==> config.mk <==
export PLATFORM = sky130hd
export DESIGN_NAME = dp_ram_param
export DESIGN_NICKNAME = d
export VERILOG_FILES = /design/src/rtl/dp_ram_pkg.sv /design/src/rtl/dp_ram_init_seq.sv /design/src/rtl/dp_ram_param.sv
export SDC_FILE = /design/constraint.sdc
export NUM_CORES = 1
export LEC_CHECK = 0
export BUFFER_PORTS_ARGS = -buffer_cell sky130_fd_sc_hd__buf_2
export CAP_MARGIN = 15
export CORE_ASPECT_RATIO = 1.2
export CORE_UTILIZATION = 55
export DETAILED_ROUTE_END_ITERATION = 12
export MAX_ROUTING_LAYER = met4
export PLACE_DENSITY = 0.83
export SYNTH_ARGS = -nofsm -noshare
export SYNTH_HDL_FRONTEND = slang
export SYNTH_SLANG_ARGS = --single-unit
==> constraint.sdc <==
create_clock -name clk -period 2.6 [get_ports clk]
set_input_delay 0.26 -clock clk [delete_from_list [all_inputs] [get_ports clk]]
set_output_delay 0.26 -clock clk [all_outputs]
set_load 0.05 [all_outputs]
==> src/rtl/dp_ram_pkg.sv <==
// dp_ram_pkg: shared types, constants and parameter validation for dp_ram_param
package dp_ram_pkg;

    typedef enum logic {CLEAR, RUN} state_t;

    localparam int RDW_OLD = 0;
    localparam int RDW_NEW = 1;

    function automatic bit params_ok(input int data_w, input int rd_lat);
        return (data_w % 8 == 0) && (rd_lat == 1 || rd_lat == 2);
    endfunction

endpackage

==> src/rtl/dp_ram_init_seq.sv <==
// dp_ram_init_seq: walks every word once after reset, then hands the array to the user ports
module dp_ram_init_seq
    import dp_ram_pkg::*;
#(
    parameter int DEPTH  = 16,
    parameter int ADDR_W = $clog2(DEPTH)
) (
    input  logic              clk,
    input  logic              rst,
    output logic              clr_we,
    output logic [ADDR_W-1:0] clr_addr,
    output logic              busy
);

    localparam logic [ADDR_W-1:0] LAST = ADDR_W'(DEPTH - 1);

    state_t            state, state_nxt;
    logic [ADDR_W-1:0] clr_ptr, clr_ptr_nxt;

    always_ff @(posedge clk or negedge rst) begin
        if (!rst) begin
            state   <= CLEAR;
            clr_ptr <= '0;
        end else begin
            state   <= state_nxt;
            clr_ptr <= clr_ptr_nxt;
        end
    end

    always_comb begin
        state_nxt   = state;
        clr_ptr_nxt = clr_ptr;
        if (state == CLEAR) begin
            state_nxt   = (clr_ptr == LAST) ? RUN : CLEAR;
            clr_ptr_nxt = clr_ptr + ADDR_W'(1);
        end
    end

    assign clr_we   = (state == CLEAR);
    assign clr_addr = clr_ptr;
    assign busy     = (state == CLEAR);

endmodule

==> src/rtl/dp_ram_param.sv <==
// dp_ram_param: parametrised 1W/1R RAM with byte enables, selectable read-during-write,
// optional output register and a post-reset clear sequencer
module dp_ram_param
    import dp_ram_pkg::*;
#(
    parameter int                DATA_W   = 8,
    parameter int                DEPTH    = 16,
    parameter int                ADDR_W   = $clog2(DEPTH),
    parameter int                RD_LAT   = 1,
    parameter int                RDW_MODE = RDW_OLD,
    parameter logic [DATA_W-1:0] INIT_VAL = '0
) (
    input  logic                clk,
    input  logic                rst,
    input  logic                enb,
    input  logic                wr,
    input  logic                rd,
    input  logic [ADDR_W-1:0]   w_addr,
    input  logic [ADDR_W-1:0]   r_addr,
    input  logic [DATA_W-1:0]   w_data,
    input  logic [DATA_W/8-1:0] w_be,
    output logic [DATA_W-1:0]   r_data,
    output logic                r_valid,
    output logic                busy,
    output logic                addr_err
);

    localparam int              NB      = DATA_W / 8;
    localparam logic [ADDR_W:0] DEPTH_V = (ADDR_W + 1)'(DEPTH);

    if (!params_ok(DATA_W, RD_LAT)) begin : g_bad_params
        $error("dp_ram_param: DATA_W must be a multiple of 8 and RD_LAT 1 or 2");
    end

    logic [DATA_W-1:0] mem [DEPTH];
    logic              clr_we;
    logic [ADDR_W-1:0] clr_addr;
    logic              accept, wa_ok, ra_ok, wr_ok, rd_req, err;
    logic [DATA_W-1:0] rd_word, rd_val, s1_data;
    logic              s1_valid;

    dp_ram_init_seq #(.DEPTH(DEPTH), .ADDR_W(ADDR_W)) u_init (
        .clk      (clk),
        .rst      (rst),
        .clr_we   (clr_we),
        .clr_addr (clr_addr),
        .busy     (busy)
    );

    assign accept = enb && !busy;
    assign wa_ok  = {1'b0, w_addr} < DEPTH_V;
    assign ra_ok  = {1'b0, r_addr} < DEPTH_V;
    assign wr_ok  = accept && wr && wa_ok;
    assign rd_req = accept && rd;
    assign err    = accept && ((wr && !wa_ok) || (rd && !ra_ok));

    // Clear sequencer owns the write port until it finishes
    always_ff @(posedge clk) begin
        if (clr_we)
            mem[clr_addr] <= INIT_VAL;
        else if (wr_ok)
            for (int b = 0; b < NB; b++)
                if (w_be[b]) mem[w_addr][8*b +: 8] <= w_data[8*b +: 8];
    end

    always_comb begin
        rd_word = mem[r_addr];
        if (RDW_MODE == RDW_NEW && wr_ok && w_addr == r_addr)
            for (int b = 0; b < NB; b++)
                if (w_be[b]) rd_word[8*b +: 8] = w_data[8*b +: 8];
    end

    assign rd_val = ra_ok ? rd_word : '0;

    always_ff @(posedge clk or negedge rst) begin
        if (!rst) begin
            s1_valid <= 1'b0;
            s1_data  <= '0;
            addr_err <= 1'b0;
        end else begin
            s1_valid <= rd_req;
            addr_err <= err;
            if (rd_req) s1_data <= rd_val;
        end
    end

    if (RD_LAT == 2) begin : g_lat2
        logic [DATA_W-1:0] s2_data;
        logic              s2_valid;
        always_ff @(posedge clk or negedge rst) begin
            if (!rst) begin
                s2_valid <= 1'b0;
                s2_data  <= '0;
            end else begin
                s2_valid <= s1_valid;
                if (s1_valid) s2_data <= s1_data;
            end
        end
        assign r_data  = s2_data;
        assign r_valid = s2_valid;
    end else begin : g_lat1
        assign r_data  = s1_data;
        assign r_valid = s1_valid;
    end

endmodule

### After elaboration in Yosys (flattened, before gate mapping)

Memories as Yosys holds them, arrays and structs flattened. A register that Yosys moved wholly into a read port is not among the register bits.
Cells that the tools add are included.

| operators by class | value |
|---|---|
| add/sub/neg operators | 1 |
| equality and inequality tests | 1 |
| mux-type cells | 10 |
| bitwise gates (word level) | 1 |
| reductions and logical operators | 5 |

Operators with widths:

| cell | count |
|---|---|
| 2-to-1 mux 1 bit | 8 |
| 2-to-1 mux 8 bit | 1 |
| OR reduction 8 bit | 1 |
| adder 4 x 1 -> 4 bit, second input constant | 1 |
| == test 4 bit, second input constant | 1 |
| 2-to-1 mux 4 bit | 1 |
| logical AND 1 bit | 3 |
| zero test 1 bit | 1 |
| NOT 1 bit | 1 |

| storage, ports and cells | value |
|---|---|
| flip-flop bits (word level) | 6 |
| RAM bits | 128 |
| input bits | 22 |
| output and inout port bits | 11 |
| logic and storage cells | 22 |
| memories kept | 1 |

Memory list:

| memory | depth | bits a word | rd ports | clocked after memory_dff | wr ports | line | source |
|---|---|---|---|---|---|---|---|
| mem | 16 | 8 | 1 | 1 | 1 | dp_ram_param.sv:35 | `logic [DATA_W-1:0] mem [DEPTH];` |

### Logic depth before layout (Yosys ltp)

| depth | value |
|---|---|
| depth in word-level cells | 7 |
| gate-level depth with buffers | 7 |
| depth with buffers taken out | 4 |

### Modules after synthesis

A second synthesis with hierarchy kept.

| unflattened totals | value |
|---|---|
| cell total of the unflattened synthesis | 306 |
| area total of the unflattened synthesis | 5758.0 um^2 |

Modules (own cells, without submodules):

| module | instances | cells each | area each (um^2) | sequential area each (um^2) |
|---|---|---|---|---|
| dp_ram_param | 1 | 290 | 5532.8 | 4068.9 |
| dp_ram_init_seq | 1 | 16 | 225.2 | 125.1 |

### Worst setup path after synthesis

Ideal clock, no wire load.

| timing | value |
|---|---|
| path kind | register -> register |
| start point | register u_init.state |
| end point | memory mem[13][0] (enable) |
| setup time | 0.370 ns |
| arrival | 1.501 ns |
| data required time | 2.230 ns |
| path slack | 0.729 ns |
| cell stages (with the launch flop) | 6 |
| path buffers | 2 |
| clock period less this slack | 1.871 ns |
| cell sequence | dfrtp_1 -> buf_2 -> and4_1 -> clkbuf_1 -> a32oi_1 -> nor2_1 |

| between the ends | value |
|---|---|
| cells in the longest elaborated chain, start to end | 7 |
| elaborated cells between the ends (all ways) | 9 |
| classes of those cells | mux: 6; reduce/logical: 3 |

Ends and longest elaborated chain:

| what | line | source |
|---|---|---|
| from (decl) | dp_ram_init_seq.sv:17 | `state_t state, state_nxt;` |
| from (signal assigned) | dp_ram_init_seq.sv:25 | `state <= state_nxt;` |
| logical AND 1 bit | dp_ram_param.sv:50 | `assign accept = enb && !busy;` |
| logical AND 1 bit | dp_ram_param.sv:53 | `assign wr_ok = accept && wr && wa_ok;` |
| 2-to-1 mux 1 bit | dp_ram_param.sv:61 | `else if (wr_ok)` |
| 2-to-1 mux 1 bit | dp_ram_param.sv:59 | `if (clr_we)` |
| 2-to-1 mux 1 bit (implied by the code) | dp_ram_param.sv:63 | `if (w_be[b]) mem[w_addr][8*b +: 8] <= w_data[8*b +: 8];` |
| OR reduction 8 bit (no source line) | - |  |
| 2-to-1 mux 4 bit (no source line) or 2-to-1 mux 1 bit (tied branches) | - |  |
| to (decl) | dp_ram_param.sv:35 |  |

Parallel ways exist; a longest one is shown, timed or not.

### Worst setup path in the final report

| timing | value |
|---|---|
| start point | register u_init.state |
| end point | memory mem[11][0] (enable) |

Same word-level chain as after synthesis.

==> results_dict.tcl <==
set metrics [dict create \
    die_height_um 113.2 \
    power_density_nw_per_um2 825.4 \
    cts_root_buf "clkbuf_16" \
    finalNetCount 365 \
    fin_tns_setup_ns 0 \
    grt_max_degree 25 \
    synth.avg_cell_area_um2 19.39 \
    clock.fmax_ghz 0.4395 \
    syn_area_um2 5663 \
    core_region_area_um2 10010 \
    clk_pin_slew_worst_paths_ns 0.06 \
    place.gp.congestion 0.9423 \
    grt_use_total_pct 25.39 \
    finalCritPeriodShare_pct 87.51 \
    fin_crit_ns 2.275 \
    antenna_left 0 \
    synth_edf_count 128 \
    grt_pass1_vias 2976 \
    syn_nets 315 \
    overflow 0 \
    synth_top_area_cell "edfxtp_1" \
    drt_first_pass_iters 5 \
    setup_viol 0 \
    cts_sinks 142 \
    drive_above_1_share_pct 29.58 \
    cp-end-kind "register" \
    synthFlopType "edfxtp_1" \
    required_ns 2.65 \
    cp_max_fo 12 \
    hold_viol_final 0 \
    cp-start-kind "register" \
    synth_seq_cells 142 \
    path_class "register to register" \
    drc 0 \
    cts_tree "built" \
    synthTopCellsByCount "edfxtp_1 (128), mux4_2 (23), nor2_1 (20)" \
    synth_top_area_share_pct 67.87 \
    antenna_found_initial 0 \
    vias 3011 \
    via_per_inst 6.260 \
    maxCapViolCount 0 \
    cts-buffers-inserted 17 \
    start_util_pct 56.57 \
    hp-class "primary input to async pin" \
    syn2layout_area_growth_pct 18.16 \
    synth.most_common_cell "edfxtp_1" \
    htree_levels 4 \
    wirelength_um 11760 \
    grt_pass1_wl_um 18010 \
    yosys-top-cells-area "edfxtp_1 (68%), mux4_2 (9.1%), dfrtp_1 (6.2%)" \
    dieArea_um2 10710 \
    yosysSeqAreaShare_pct 74.06 \
    vdd_drop_max_v 0.0005008 \
    die_w_um 94.63 \
    dr.first_iter.drc_count 297 \
    fin_ws_ns 0.3247 \
    dp_hpwl_um 7111 \
    p_leak_nw 2.638 \
    yosys_warnings 0 \
    slew_viol_final 0 \
    netlist_instances 292 \
    rsz0062_at_grt "no" \
    slew_headroom_pct 45.74 \
    outcome "finished, final reports clean" \
    port_buffers 31 \
    insertion_delay_ns 0.42 \
    synth-async-reset-ratio_pct 9.859 \
    ys_types 32 \
    ios 33 \
    skew_ns 0.01369 \
    antennaDiodeCount 0 \
    placementRows 40 \
    wl_per_cell_um 24.44 \
    clock_path_buffers 2 \
    preCtsSetupSlack_ns 0.3226 \
    tightest_slew_ns 0.8109 \
    cp_data_arrival_time_ns 2.32 \
]
power by group:
group	total, mW	internal, mW	leakage (nW)	switching (mW)
logic	0.225	0.0750	0.704	0.150
registers	2.49	2.49	1.60	0.00750
clock network	2.80	1.91	0.330	0.890
layout by cell type (no fill, tap or decap), types with 2 or more instances in the layout:
cell	instances
edfxtp_1	128
mux2_2	8
nor3_1	4
mux4_1	6
nand3_1	4
a31oi_1	6
nor2b_1	3
clkinvlp_4	2
buf_2	31
dfrtp_1	14
nand2_1	5
mux4_2	23
inv_1	5
bufinv_16	7
o211ai_1	2
xnor2_1	3
nor2_1	20
nor3b_1	2
clkbuf_16	17
clkinv_2	3
a22oi_1	9
and2_1	8
buf_4	12
nand4_1	2
mux2i_1	13
clkbuf_1	2
o21ai_1	7
timing repair:
action	4_1_cts	5_1_grt
hold buffers	1	0
endpoints found under the hold margin	14	0
setup buffers	0	0
resized for setup	0	0
per-layer routing:
layer	share of wire, %	wire (µm)	vias up	track usage [%]
met5	0	0	-	-
met4	2.4	284	0	9.798
met3	7.9	923	22	8.065
met2	48	5598	163	35.49
met1	42	4949	1545	35.14
li1	-	-	1281	-
through the flow:
stage | power (mW) | instances | hold slack [ns] | util [%] | cell area (µm²)
2_1_floorplan | 2.694 | 292 | -0.03559 | - | 5663
3_3_place_gp | 2.755 | 448 | 0.1771 | 59.89 | 5995
3_5_place_dp | 2.762 | 448 | 0.1907 | 59.89 | 5995
4_1_cts | 5.540 | 481 | 0.2528 | 66.85 | 6691
5_1_grt | 5.636 | 481 | 0.3096 | 66.85 | 6691
6_report | 5.523 | 481 | 0.2723 | 66.85 | 6691
area by class of cell:
cell class | count | area, µm²
clock buffer | 20 | 446.7
clock inverter | 12 | 240.2
fill | 639 | 3318
inverter | 5 | 18.77
multi-input combinational | 131 | 1359
sequential | 142 | 4194
tap | 126 | 157.7
timing repair buffer | 45 | 275.3
logic make-up after synthesis:
group / count (synthesis) / share of synthesized area [%]
simple gates: 50 / 4.353
mux: 50 / 15.82
compound gates: 26 / 3.071
buf+inv: 19 / 1.944
xor+xnor: 3 / 0.4641
flops: 142 / 74.06
fa+ha+maj: 1 / 0.2209
other cells: 1 / 0.06622
path summary, 6_finish.rpt:
kind | from | to | slack [ns] | cells past startpoint
max reg2reg | u_init.state | mem[11][0] | 0.32 | 4
max | u_init.state | mem[11][0] | 0.32 | 4
max in group asynchronous | rst | u_init.clr_addr[1] | 2.04 | 2
min | rst | r_data[2] | 0.27 | 2
min in group clk | r_addr[3] | r_data[0] | 0.27 | 4
min reg2reg | r_data[6] | r_data[6] | 0.52 | 2
flip-flops by register name, summed over array words and instances, names as in the netlist:
name,flops
r_valid,1
r_data,8
mem,128
u_init.state,1
u_init.clr_addr,4
critical path, cell delays in order (launching register included):
cell and delay [ns]:
dfrtp_1 0.53, and4_1 0.43, nand2_1 0.10, o32a_1 0.22, nor2_1 0.63
Note: power is estimated with default switching activity, not from simulation.
